## config.mk

```make
export PLATFORM = sky130hd
export DESIGN_NAME = mem_arbiter
export DESIGN_NICKNAME = d
export VERILOG_FILES = /design/src/rtl/mem_arbiter.sv
export SDC_FILE = /design/constraint.sdc
export NUM_CORES = 1
export LEC_CHECK = 0
export ABC_AREA = 1
export CORE_AREA = 2 2 110 112
export CTS_BUF_LIST = sky130_fd_sc_hd__clkbuf_8
export CTS_CLUSTER_SIZE = 28
export DETAILED_ROUTE_END_ITERATION = 6
export DIE_AREA = 0 0 112 114
export HOLD_SLACK_MARGIN = 0.03
export MAX_ROUTING_LAYER = met4
export RECOVER_POWER = 100
export SLEW_MARGIN = 20
export SYNTH_ARGS = -nofsm -noshare
export SYNTH_HDL_FRONTEND = slang
export SYNTH_SLANG_ARGS = --single-unit
```

## constraint.sdc

```tcl
create_clock -name clk -period 4.7 [get_ports clk]
set_input_delay 0.47 -clock clk [delete_from_list [all_inputs] [get_ports clk]]
set_output_delay 0.47 -clock clk [all_outputs]
set_load 0.02 [all_outputs]
```

## src/rtl/mem_arbiter.sv

```systemverilog
// Shared memory port arbiter: fetch vs LSU, in-order response routing.
// LSU has priority; fetch is forced after STARVE_LIM lost cycles.
module mem_arbiter #(
   parameter int ADDR_W     = 32,
   parameter int DATA_W     = 32,
   parameter int MAX_OT     = 4,
   parameter int STARVE_LIM = 8
) (
   input  logic              clk,
   input  logic              rst,
   input  logic              if_req_valid_i,
   output logic              if_req_ready_o,
   input  logic [ADDR_W-1:0] if_req_addr_i,
   input  logic              lsu_req_valid_i,
   output logic              lsu_req_ready_o,
   input  logic [ADDR_W-1:0] lsu_req_addr_i,
   input  logic              lsu_req_we_i,
   input  logic [DATA_W-1:0] lsu_req_wdata_i,
   input  logic [DATA_W/8-1:0] lsu_req_strb_i,
   output logic              mem_req_valid_o,
   input  logic              mem_req_ready_i,
   output logic [ADDR_W-1:0] mem_req_addr_o,
   output logic              mem_req_we_o,
   output logic [DATA_W-1:0] mem_req_wdata_o,
   output logic [DATA_W/8-1:0] mem_req_strb_o,
   input  logic              mem_rsp_valid_i,
   output logic              mem_rsp_ready_o,
   input  logic [DATA_W-1:0] mem_rsp_data_i,
   input  logic              mem_rsp_err_i,
   output logic              if_rsp_valid_o,
   input  logic              if_rsp_ready_i,
   output logic [DATA_W-1:0] if_rsp_data_o,
   output logic              if_rsp_err_o,
   output logic              lsu_rsp_valid_o,
   input  logic              lsu_rsp_ready_i,
   output logic [DATA_W-1:0] lsu_rsp_data_o,
   output logic              lsu_rsp_err_o
);

   localparam int PW = $clog2(MAX_OT);
   localparam int SW = $clog2(STARVE_LIM + 1);

   typedef enum logic [1:0] {
      IDLE,
      LOCK_IF,
      LOCK_LSU
   } state_t;

   state_t state_q, state_d;

   logic          gnt_if, gnt_lsu;
   logic          req_hs, rsp_hs;
   logic          full, empty, head;
   logic          starved;
   logic [MAX_OT-1:0] id_q;
   logic [PW-1:0] wr_q, rd_q;
   logic [PW:0]   cnt_q;
   logic [SW-1:0] starve_q;

   assign full    = (cnt_q == (PW+1)'(MAX_OT));
   assign empty   = (cnt_q == '0);
   assign head    = id_q[rd_q];
   assign starved = (starve_q == SW'(STARVE_LIM));

   // Grant is combinational; reset forces it off so nothing leaks out
   always_comb begin
      gnt_if  = 1'b0;
      gnt_lsu = 1'b0;
      unique case (state_q)
         IDLE: begin
            if (!full) begin
               if (lsu_req_valid_i && !(if_req_valid_i && starved))
                  gnt_lsu = 1'b1;
               else if (if_req_valid_i)
                  gnt_if = 1'b1;
            end
         end
         LOCK_IF:  gnt_if  = 1'b1;
         LOCK_LSU: gnt_lsu = 1'b1;
         default: ;
      endcase
      if (!rst) begin
         gnt_if  = 1'b0;
         gnt_lsu = 1'b0;
      end
   end

   assign mem_req_valid_o = (gnt_if & if_req_valid_i)
                          | (gnt_lsu & lsu_req_valid_i);
   assign if_req_ready_o  = gnt_if & mem_req_ready_i;
   assign lsu_req_ready_o = gnt_lsu & mem_req_ready_i;
   assign req_hs          = mem_req_valid_o & mem_req_ready_i;

   assign mem_req_addr_o  = gnt_lsu ? lsu_req_addr_i : if_req_addr_i;
   assign mem_req_we_o    = gnt_lsu & lsu_req_we_i;
   assign mem_req_wdata_o = gnt_lsu ? lsu_req_wdata_i : '0;
   assign mem_req_strb_o  = gnt_lsu ? lsu_req_strb_i : '0;

   always_comb begin
      state_d = state_q;
      unique case (state_q)
         IDLE: begin
            if (gnt_if && if_req_valid_i && !mem_req_ready_i)
               state_d = LOCK_IF;
            else if (gnt_lsu && lsu_req_valid_i && !mem_req_ready_i)
               state_d = LOCK_LSU;
         end
         LOCK_IF, LOCK_LSU: begin
            if (req_hs)
               state_d = IDLE;
         end
         default: state_d = IDLE;
      endcase
   end

   always_ff @(posedge clk or negedge rst) begin
      if (!rst)
         state_q <= IDLE;
      else
         state_q <= state_d;
   end

   always_ff @(posedge clk or negedge rst) begin
      if (!rst)
         starve_q <= '0;
      else if (!if_req_valid_i || (gnt_if && req_hs))
         starve_q <= '0;
      else if (gnt_lsu && !starved)
         starve_q <= starve_q + 1'b1;
   end

   // In-order ID FIFO: 0 = fetch, 1 = LSU
   assign rsp_hs = mem_rsp_valid_i & mem_rsp_ready_o;

   always_ff @(posedge clk or negedge rst) begin
      if (!rst) begin
         id_q  <= '0;
         wr_q  <= '0;
         rd_q  <= '0;
         cnt_q <= '0;
      end else begin
         if (req_hs) begin
            id_q[wr_q] <= gnt_lsu;
            wr_q       <= wr_q + 1'b1;
         end
         if (rsp_hs)
            rd_q <= rd_q + 1'b1;
         if (req_hs && !rsp_hs)
            cnt_q <= cnt_q + 1'b1;
         else if (!req_hs && rsp_hs)
            cnt_q <= cnt_q - 1'b1;
      end
   end

   assign mem_rsp_ready_o = !empty
                          && (head ? lsu_rsp_ready_i : if_rsp_ready_i);
   assign if_rsp_valid_o  = mem_rsp_valid_i && !empty && !head;
   assign lsu_rsp_valid_o = mem_rsp_valid_i && !empty && head;
   assign if_rsp_data_o   = mem_rsp_data_i;
   assign if_rsp_err_o    = mem_rsp_err_i;
   assign lsu_rsp_data_o  = mem_rsp_data_i;
   assign lsu_rsp_err_o   = mem_rsp_err_i;

`ifndef SYNTHESIS
   a_rsp_without_ot: assert property (
      @(posedge clk) disable iff (!rst)
      !(mem_rsp_valid_i && empty));
`endif

endmodule

```

==> impl_results.md, run 1 <==
* Result of the run: completed
* Placement Rows at 40
* Final RePlAce weighted congestion at 0.8916
* Type of the worst setup path: input pin to primary output
* Top_reg_cell synth: dfrtp_1
* Total of max-cap violations at 0
* Commonest cells in the netlist: 123 x nand2_1, 66 x buf_4, 56 x inv_1
* Violation count after the first detailed-route iteration at just over 100
* Clock buffer depth at 2
* Count of warnings emitted by yosys at 0
* Area of the die at 0.01277 mm2
* Pin count of the biggest net entering global routing at 41
* Routed via count divided by cell count at 3.915
* Antenna Violating Nets Remaining at 0
* Number of fill cells at 1297
* Fraction of final layout cells sized beyond drive strength 1 at 0.02817
* Area growth, synth to finish at 65.85%
* Gr usage total at 0.1335
* Relative max-transition margin at 0.7454
* Antenna violations before repair at 0
* Biggest fanout along the worst timing path at 40
* Post-placement worst setup slack at around 1.3 ns
* Number of register bits inferred by synthesis at 17
* Number of enable flip-flop cells after synthesis at 0
* Path category of the worst min-delay check: register to register
* CTS H-Tree Depth at 1
* Inserted Clock Buffers at 3
* Vertical extent of the die at ~110 um
* Complex-gate fraction of the synthesized area at 0.04201
* Dominant cell by count in the synthesized netlist: nand2_1
* Wire per inst at 13.48 um
* CTS Root Cell: clkbuf_8
* Total detailed-routing wirelength at around 8.7 mm
* Vias in the first global route at about 2500
* Static Leak at between 0.002 and 0.0025 uW
* Initial core utilization at 0.1958
* Syn Nets at around 540
* Core Box Area at 0.01171 mm2
* Area share of fa/ha/maj cells after synthesis at 0.06328
* Part of the Yosys area used for sequential elements at 0.1855
* Clk sink count at 17
* Slew at the pin closest to its max-slew limit at about 0.38 ns
* Type of destination of the critical path: primary output
* Combinational family with the most area after synthesis: simple AND/OR/NAND/NOR gates
* Data required time at the worst endpoint at roughly 4.2 ns
* Cell count after synthesis at between 300 and 400
* I/O pin total at between 200 and 300
* Area share of the leading cell type in the synthesized netlist at 0.2160
* Fraction of the mapped netlist area in simple logic gates at 0.3513
* Worst Clk Skew at about 0.0044 ns
* Total negative slack at 0 ns
* IO Port Bufs at around 180
* First-pass iteration count of the detailed router at 6
* Final period demand of the worst path at ~3.6 ns
* Top cells by area in the synthesized netlist: buf_4 22%, nand2_1 20%, dfrtp_1 19%
* Synthesized cell area at approximately 0.0023 mm2
* Number of instances resized during post-cts repair at 0
* Least setup slack across all paths after layout at around 1.1 ns
* Total global routing overflow at 0
* DP Area at about 0.0038 mm2
* Share of cell area taken by muxes after synthesis at 0.004910
* Non-Filler Cell Area, Final at about 0.0038 mm2
* Crit start category: input pin
* DRC violation count after routing at 0
* Peak ir drop on the vdd network at about 0.22 mV
* Number of antenna diodes at 0
* Hold Path Stages at 1
* Fmax at ~0.27 GHz
* Clock network latency to the later pin of the worst-skew pair at roughly 0.25 ns
* Power density cells at between 300 and 400 mW/mm2
* CTS tree: yes
* Final-report max-slew violation count at 0
* Die X-Extent at approximately 110 um
* Total number of vias at roughly 2500
* Data arrival time of the critical path at 3.17 ns
* Average cell area after synthesis at 5.973 um2
* Final-report setup violation count at 0
* Total number of nets in the final design at approximately 650
* Yosys top cell by area: buf_4
* Final core utilization at 0.3248
* Wire length of the first global-routing pass at ~13 mm
* Number of cells traversed by the worst register-to-register path at 14
* Period Utilization, post-route at 0.7739
* Xor/xnor share of the synthesized area at 0.01909
* Setup repair after global routing missed its margin: false
* Fraction of registers with async set or reset after synthesis at 1.000
* Minimum setup slack among reg-to-reg paths at about 1.7 ns
* Count of different cell masters after synthesis at 24
* Placed wire-length estimate after detailed placement at approximately 7.5 mm
* Post-CTS Hold Buffers at 0
* Clock transition at the registers of the reported paths at roughly 0.070 ns
* Hold violation total from the final report at 0
* Setup repair bufs after CTS at 0
## path summary, 6_finish.rpt
| check | startpoint | to |
|---|---|---|
| setup / recovery | if_req_valid_i | mem_req_wdata_o[24] |
| hold / removal | rd_q[1]$_DFFE_PN0P_ | rd_q[1]$_DFFE_PN0P_ |
| setup reg to reg | state_q[0]$_DFFE_PN0P_ | cnt_q[2]$_DFFE_PN0P_ |
| hold reg to reg | rd_q[1]$_DFFE_PN0P_ | rd_q[1]$_DFFE_PN0P_ |
| max in group asynchronous | rst | rd_q[1]$_DFFE_PN0P_ |
| min in group asynchronous | rst | starve_q[2]$_DFFE_PN0P_ |
## cell usage in the layout, fill, tap and decap left out, types with 2 or more instances in the layout
cell type | synthesis | final
ha_1 | 10 | 10
dfrtp_1 | 17 | 17
dlygate4sd3_1 | 0 | 76
o21bai_1 | 1 | 2
nor2_2 | 2 | 2
nand3_1 | 14 | 14
clkdlybuf4s50_1 | 0 | 107
o21ai_0 | 9 | 10
a21oi_1 | 4 | 4
nand2_2 | 7 | 3
nand4_1 | 3 | 3
nand2_1 | 123 | 128
nor2_1 | 47 | 47
xor2_1 | 4 | 4
clkbuf_8 | 0 | 3
inv_1 | 56 | 59
buf_4 | 66 | 2
## power breakdown
part	switching [uW]	total (uW)	internal (uW)
registers	46.5	250	204
clock network	53.8	113	58.9
logic	627	1070	446
total	727	1440	709
## layer usage
metal	global-route usage	wire, um
met4	0.02114	59
met1	0.1482	3386
met3	0.06536	1069
met2	0.2230	4166
met5	-	0
## sequential cells by signal, indices dropped and copies added, names as in the netlist
signal,cells
cnt_q,3
id_q,4
rd_q,2
starve_q,4
state_q,2
wr_q,2
## stage by stage
stage               std cells  total power, uW  hold WS, ns
floorplan                 384            973.9       0.1744
global placement          640             1396       0.4871
detailed placement        640             1425       0.4943
CTS                       644             1545       0.5115
global route              644             1563       0.5339
finish                    644             1436       0.5075
## final cells by class
type / count / area [um2] / share of cell area
tap: 147 / 183.9 / 0.04836
inverter: 60 / 227.7 / 0.05987
timing repair buffer: 185 / 1847 / 0.4855
clock inverter: 1 / 5.005 / 0.001316
clock buffer: 3 / 41.29 / 0.01086
multi-input combinational: 231 / 1074 / 0.2822
sequential: 17 / 425.4 / 0.1118
## cells by family after synthesis
logic type	count (synthesis)
AOI/OAI and AO/OA	16
xor gates and xnor gates	5
adders and majority gates	11
buffers and inverters	136
DFF	17
muxes	1
and+or+nand+nor	198
## critical path, cell delays in order
cell and delay, ns:
dlygate4sd3_1 0.61, nand4_1 0.12, nand2_1 0.07, o21bai_1 0.29
nand2_4 0.30, buf_4 0.36, nor2_1 0.22, dlygate4sd3_1 0.72
Note: power is estimated with default switching activity, not from simulation.
==> inputs of run 2 (changes only) <==
Settings changed: PLACE_DENSITY set to 0.67.
Clock period 4.7 ns to 3.1 ns, I/O delays scaled along.
==> impl_results.md, run 2 (synthesis results as in run 1) <==
* Placement Rows at 40 (unchanged)
* Clock buffer depth at 2 (unchanged)
* Fmax at between 0.3 and 0.4 GHz
* Clock power frac at 0.076 (-0.002)
* Most common cell after layout, fill and taps aside: nand2_1
* Setup repair after global routing missed its margin: false
* Sequential fraction of design power at 0.171 (-0.003)
* Fraction of final layout cells sized beyond drive strength 1 at 0.03414 (+0.005968)
* Slew at the pin closest to its max-slew limit at 0.6029 ns (+0.2210 ns)
* Area of the die at 0.01277 mm2 (unchanged)
* Clock transition at the registers of the reported paths at 0.07 ns (about the same)
* Combinational cell fraction of total power at 0.753 (+0.006)
* Leading cell types in the layout, fill and taps excluded: 126 x nand2_1, 117 x clkdlybuf4s50_1, 64 x dlygate4sd3_1
* Number of fill cells at 1286 (-0.85%)
* Most utilized layer in the global route result: met2
* Type of the worst setup path: register to primary output
* Top flop regs: id_q x4, starve_q x4, cnt_q x3
* Wire per inst at 13.45 um (-0.26%)
* Gr usage total at 0.1335 (about the same)
* CTS H-Tree Depth at 1 (unchanged)
* Minimum setup slack among reg-to-reg paths at 0.32 ns (-1.41 ns)
* Total number of nets in the final design at 652 (+0.15%)
* Routed via count divided by cell count at 3.961 (+1.2%)
* Antenna violations before repair at 0 (unchanged)
* Worst R2R End: cnt_q[2]$_DFFE_PN0P_
* First-pass iteration count of the detailed router at 5 (-1)
* Static Leak at 0.002010 uW (+0.25%)
* Psw at 1112 uW (+53%)
* Power density cells at 580.0 mW/mm2 (+54%)
* CTS tree: yes
* Final-report max-slew violation count at 0 (unchanged)
* Number of cells traversed by the worst register-to-register path at 16 (+2)
* Total of max-cap violations at 0 (unchanged)
* Path category of the worst min-delay check: input pin to asynchronous set/reset pin
* Number of instances resized during post-cts repair at 0 (unchanged)
* IO Port Bufs at 183 (unchanged)
* Setup repair bufs after CTS at 0 (unchanged)
* Worst Clk Skew at 0.002808 ns (-0.001629 ns)
* Number of antenna diodes at 0 (unchanged)
* Hold violation total from the final report at 0 (unchanged)
* Area growth, synth to finish at 66.94%
* Core Box Area at 0.01171 mm2 (unchanged)
* Type of destination of the critical path: primary output
* Fraction of met3 tracks used by global routing at 0.04676 (-0.01860)
* Final RePlAce weighted congestion at 0.8273 (-7.2%)
* CTS Root Cell: clkbuf_8
* Int Pwr at 1109 uW (+56%)
* Inserted Clock Buffers at 3 (unchanged)
* Met1 Track Usage GR at 0.1541 (+0.005937)
* Crit start category: register
* Final-report setup violation count at 0 (unchanged)
* Initial core utilization at 0.1958 (unchanged)
* Total detailed-routing wirelength at 8.673 mm (-0.10%)
* R2R Path Start: state_q[0]$_DFFE_PN0P_
* Total number of vias at 2555 (+1.3%)
* Period Utilization, post-route at 0.9327
* Peak ir drop on the vdd network at 0.4306 mV (+96%)
* Wire length of the first global-routing pass at 13.39 mm (+0.94%)
* Total negative slack at 0 ns (unchanged)
* Data arrival time of the critical path at 2.58 ns (-0.59 ns)
* Biggest fanout along the worst timing path at 37 (-7.5%)
* Relative max-transition margin at 0.5981 (-0.1473)
* Post-CTS Hold Buffers at 0 (unchanged)
* Global-route track usage on met2 at 0.2299 (+0.006869)
* Post-route insts no fill at 645 (+0.16%)
* Vias in the first global route at 2529 (unchanged)
* Total global routing overflow at 0 (unchanged)
* Clk sink count at 17 (unchanged)
* Die X-Extent at 112 um (unchanged)
* Net switching share of the total power at 0.5007 (-0.005432)
* Clock network latency to the later pin of the worst-skew pair at 0.25 ns (about the same)
* Number of cells in the design after placement at 641 (+0.16%)
* Data required time at the worst endpoint at 2.79 ns (-1.44 ns)
* Violation count after the first detailed-route iteration at 114 (+13%)
* Placed wire-length estimate after detailed placement at 7.562 mm (+0.65%)
* Antenna Violating Nets Remaining at 0 (unchanged)
* Final period demand of the worst path at between 2 and 3 ns
* Pin count of the biggest net entering global routing at 71 (+73%)
* Vertical extent of the die at 114 um (unchanged)
* Hold_ws at 0.4445 ns (-0.06296 ns)
* DRC violation count after routing at 0 (unchanged)
* Result of the run: completed
* I/O pin total at 283 (unchanged)
## run 2: changes by cell type in the layout (fill, tap and decap cells not counted)
| cell | change |
|---|---|
| dlygate4sd3_1 | -12 |
| clkdlybuf4s50_1 | +10 |
| clkbuf_1 | +3 |
| nand2_1 | -2 |
| buf_12 | +1 |
| buf_4 | -1 |
| nand2_2 | +1 |
| nand2_4 | +1 |
| o21bai_1 | -1 |
| o21bai_4 | +1 |
## run 2: worst max-delay path by stage
stage,from,endpoint,slack (ns),cells past startpoint
floorplan,starve_q[0]$_DFFE_PN0P_,cnt_q[2]$_DFFE_PN0P_,0.68,15
global placement,if_req_valid_i,mem_req_addr_o[29],0.36,9
detailed placement,if_req_valid_i,cnt_q[2]$_DFFE_PN0P_,0.27,15
CTS,state_q[0]$_DFFE_PN0P_,mem_req_addr_o[5],0.22,9
global route,state_q[0]$_DFFE_PN0P_,mem_req_addr_o[10],0.03,9
finish,state_q[0]$_DFFE_PN0P_,mem_req_addr_o[8],0.21,9
## run 2: area by class of cell
class | instances | area (um2) | area share
repair buffers | 186 | 1851 | 0.4833
multi-input cells | 231 | 1095 | 0.2859
flip-flops and latches | 17 | 425.4 | 0.1111
inverters | 60 | 227.7 | 0.05948
well taps | 147 | 183.9 | 0.04804
clock buffers | 3 | 41.29 | 0.01078
clock inverters | 1 | 5.005 | 0.001307
## run 2: through the flow
| step | area, um2 | worst slack (ns) | util | power, uW |
|---|---|---|---|---|
| floorplan | 2293 | 0.6822 | - | 1477 |
| global placement | 3801 | 0.3631 | 0.3246 | 2133 |
| detailed placement | 3801 | 0.2734 | 0.3246 | 2176 |
| CTS | 3847 | 0.2183 | 0.3285 | 2354 |
| global route | 3829 | 0.02822 | 0.3269 | 2423 |
| finish | 3829 | 0.2086 | 0.3269 | 2220 |
## run 2: layer usage
| metal | vias up | routed length, um |
|---|---|---|
| met1 | 1105 | 3383 |
| li1 | 1286 | - |
| met4 | 0 | 82 |
| met3 | 7 | 888 |
| met2 | 157 | 4318 |
| met5 | - | 0 |
## run 2: worst max-delay path, stage by stage, from the launching register on
cell           delay, ns
dfrtp_1             0.42
inv_1               0.10
ha_1                0.24
nand2_2             0.10
o21bai_4            0.18
nand2_4             0.09
inv_4               0.30
nand2_1             0.09
nand2_1             0.10
dlygate4sd3_1       0.68
## run 2: power by group through the flow
stage          Clock [uW]  Combinational (uW)  Sequential (uW)
6_report              169                1670              380
4_1_cts               175                1800              381
5_1_grt               184                1850              393
2_1_floorplan           0                1110              366
3_5_place_dp            0                1790              385
3_3_place_gp            0                1760              378
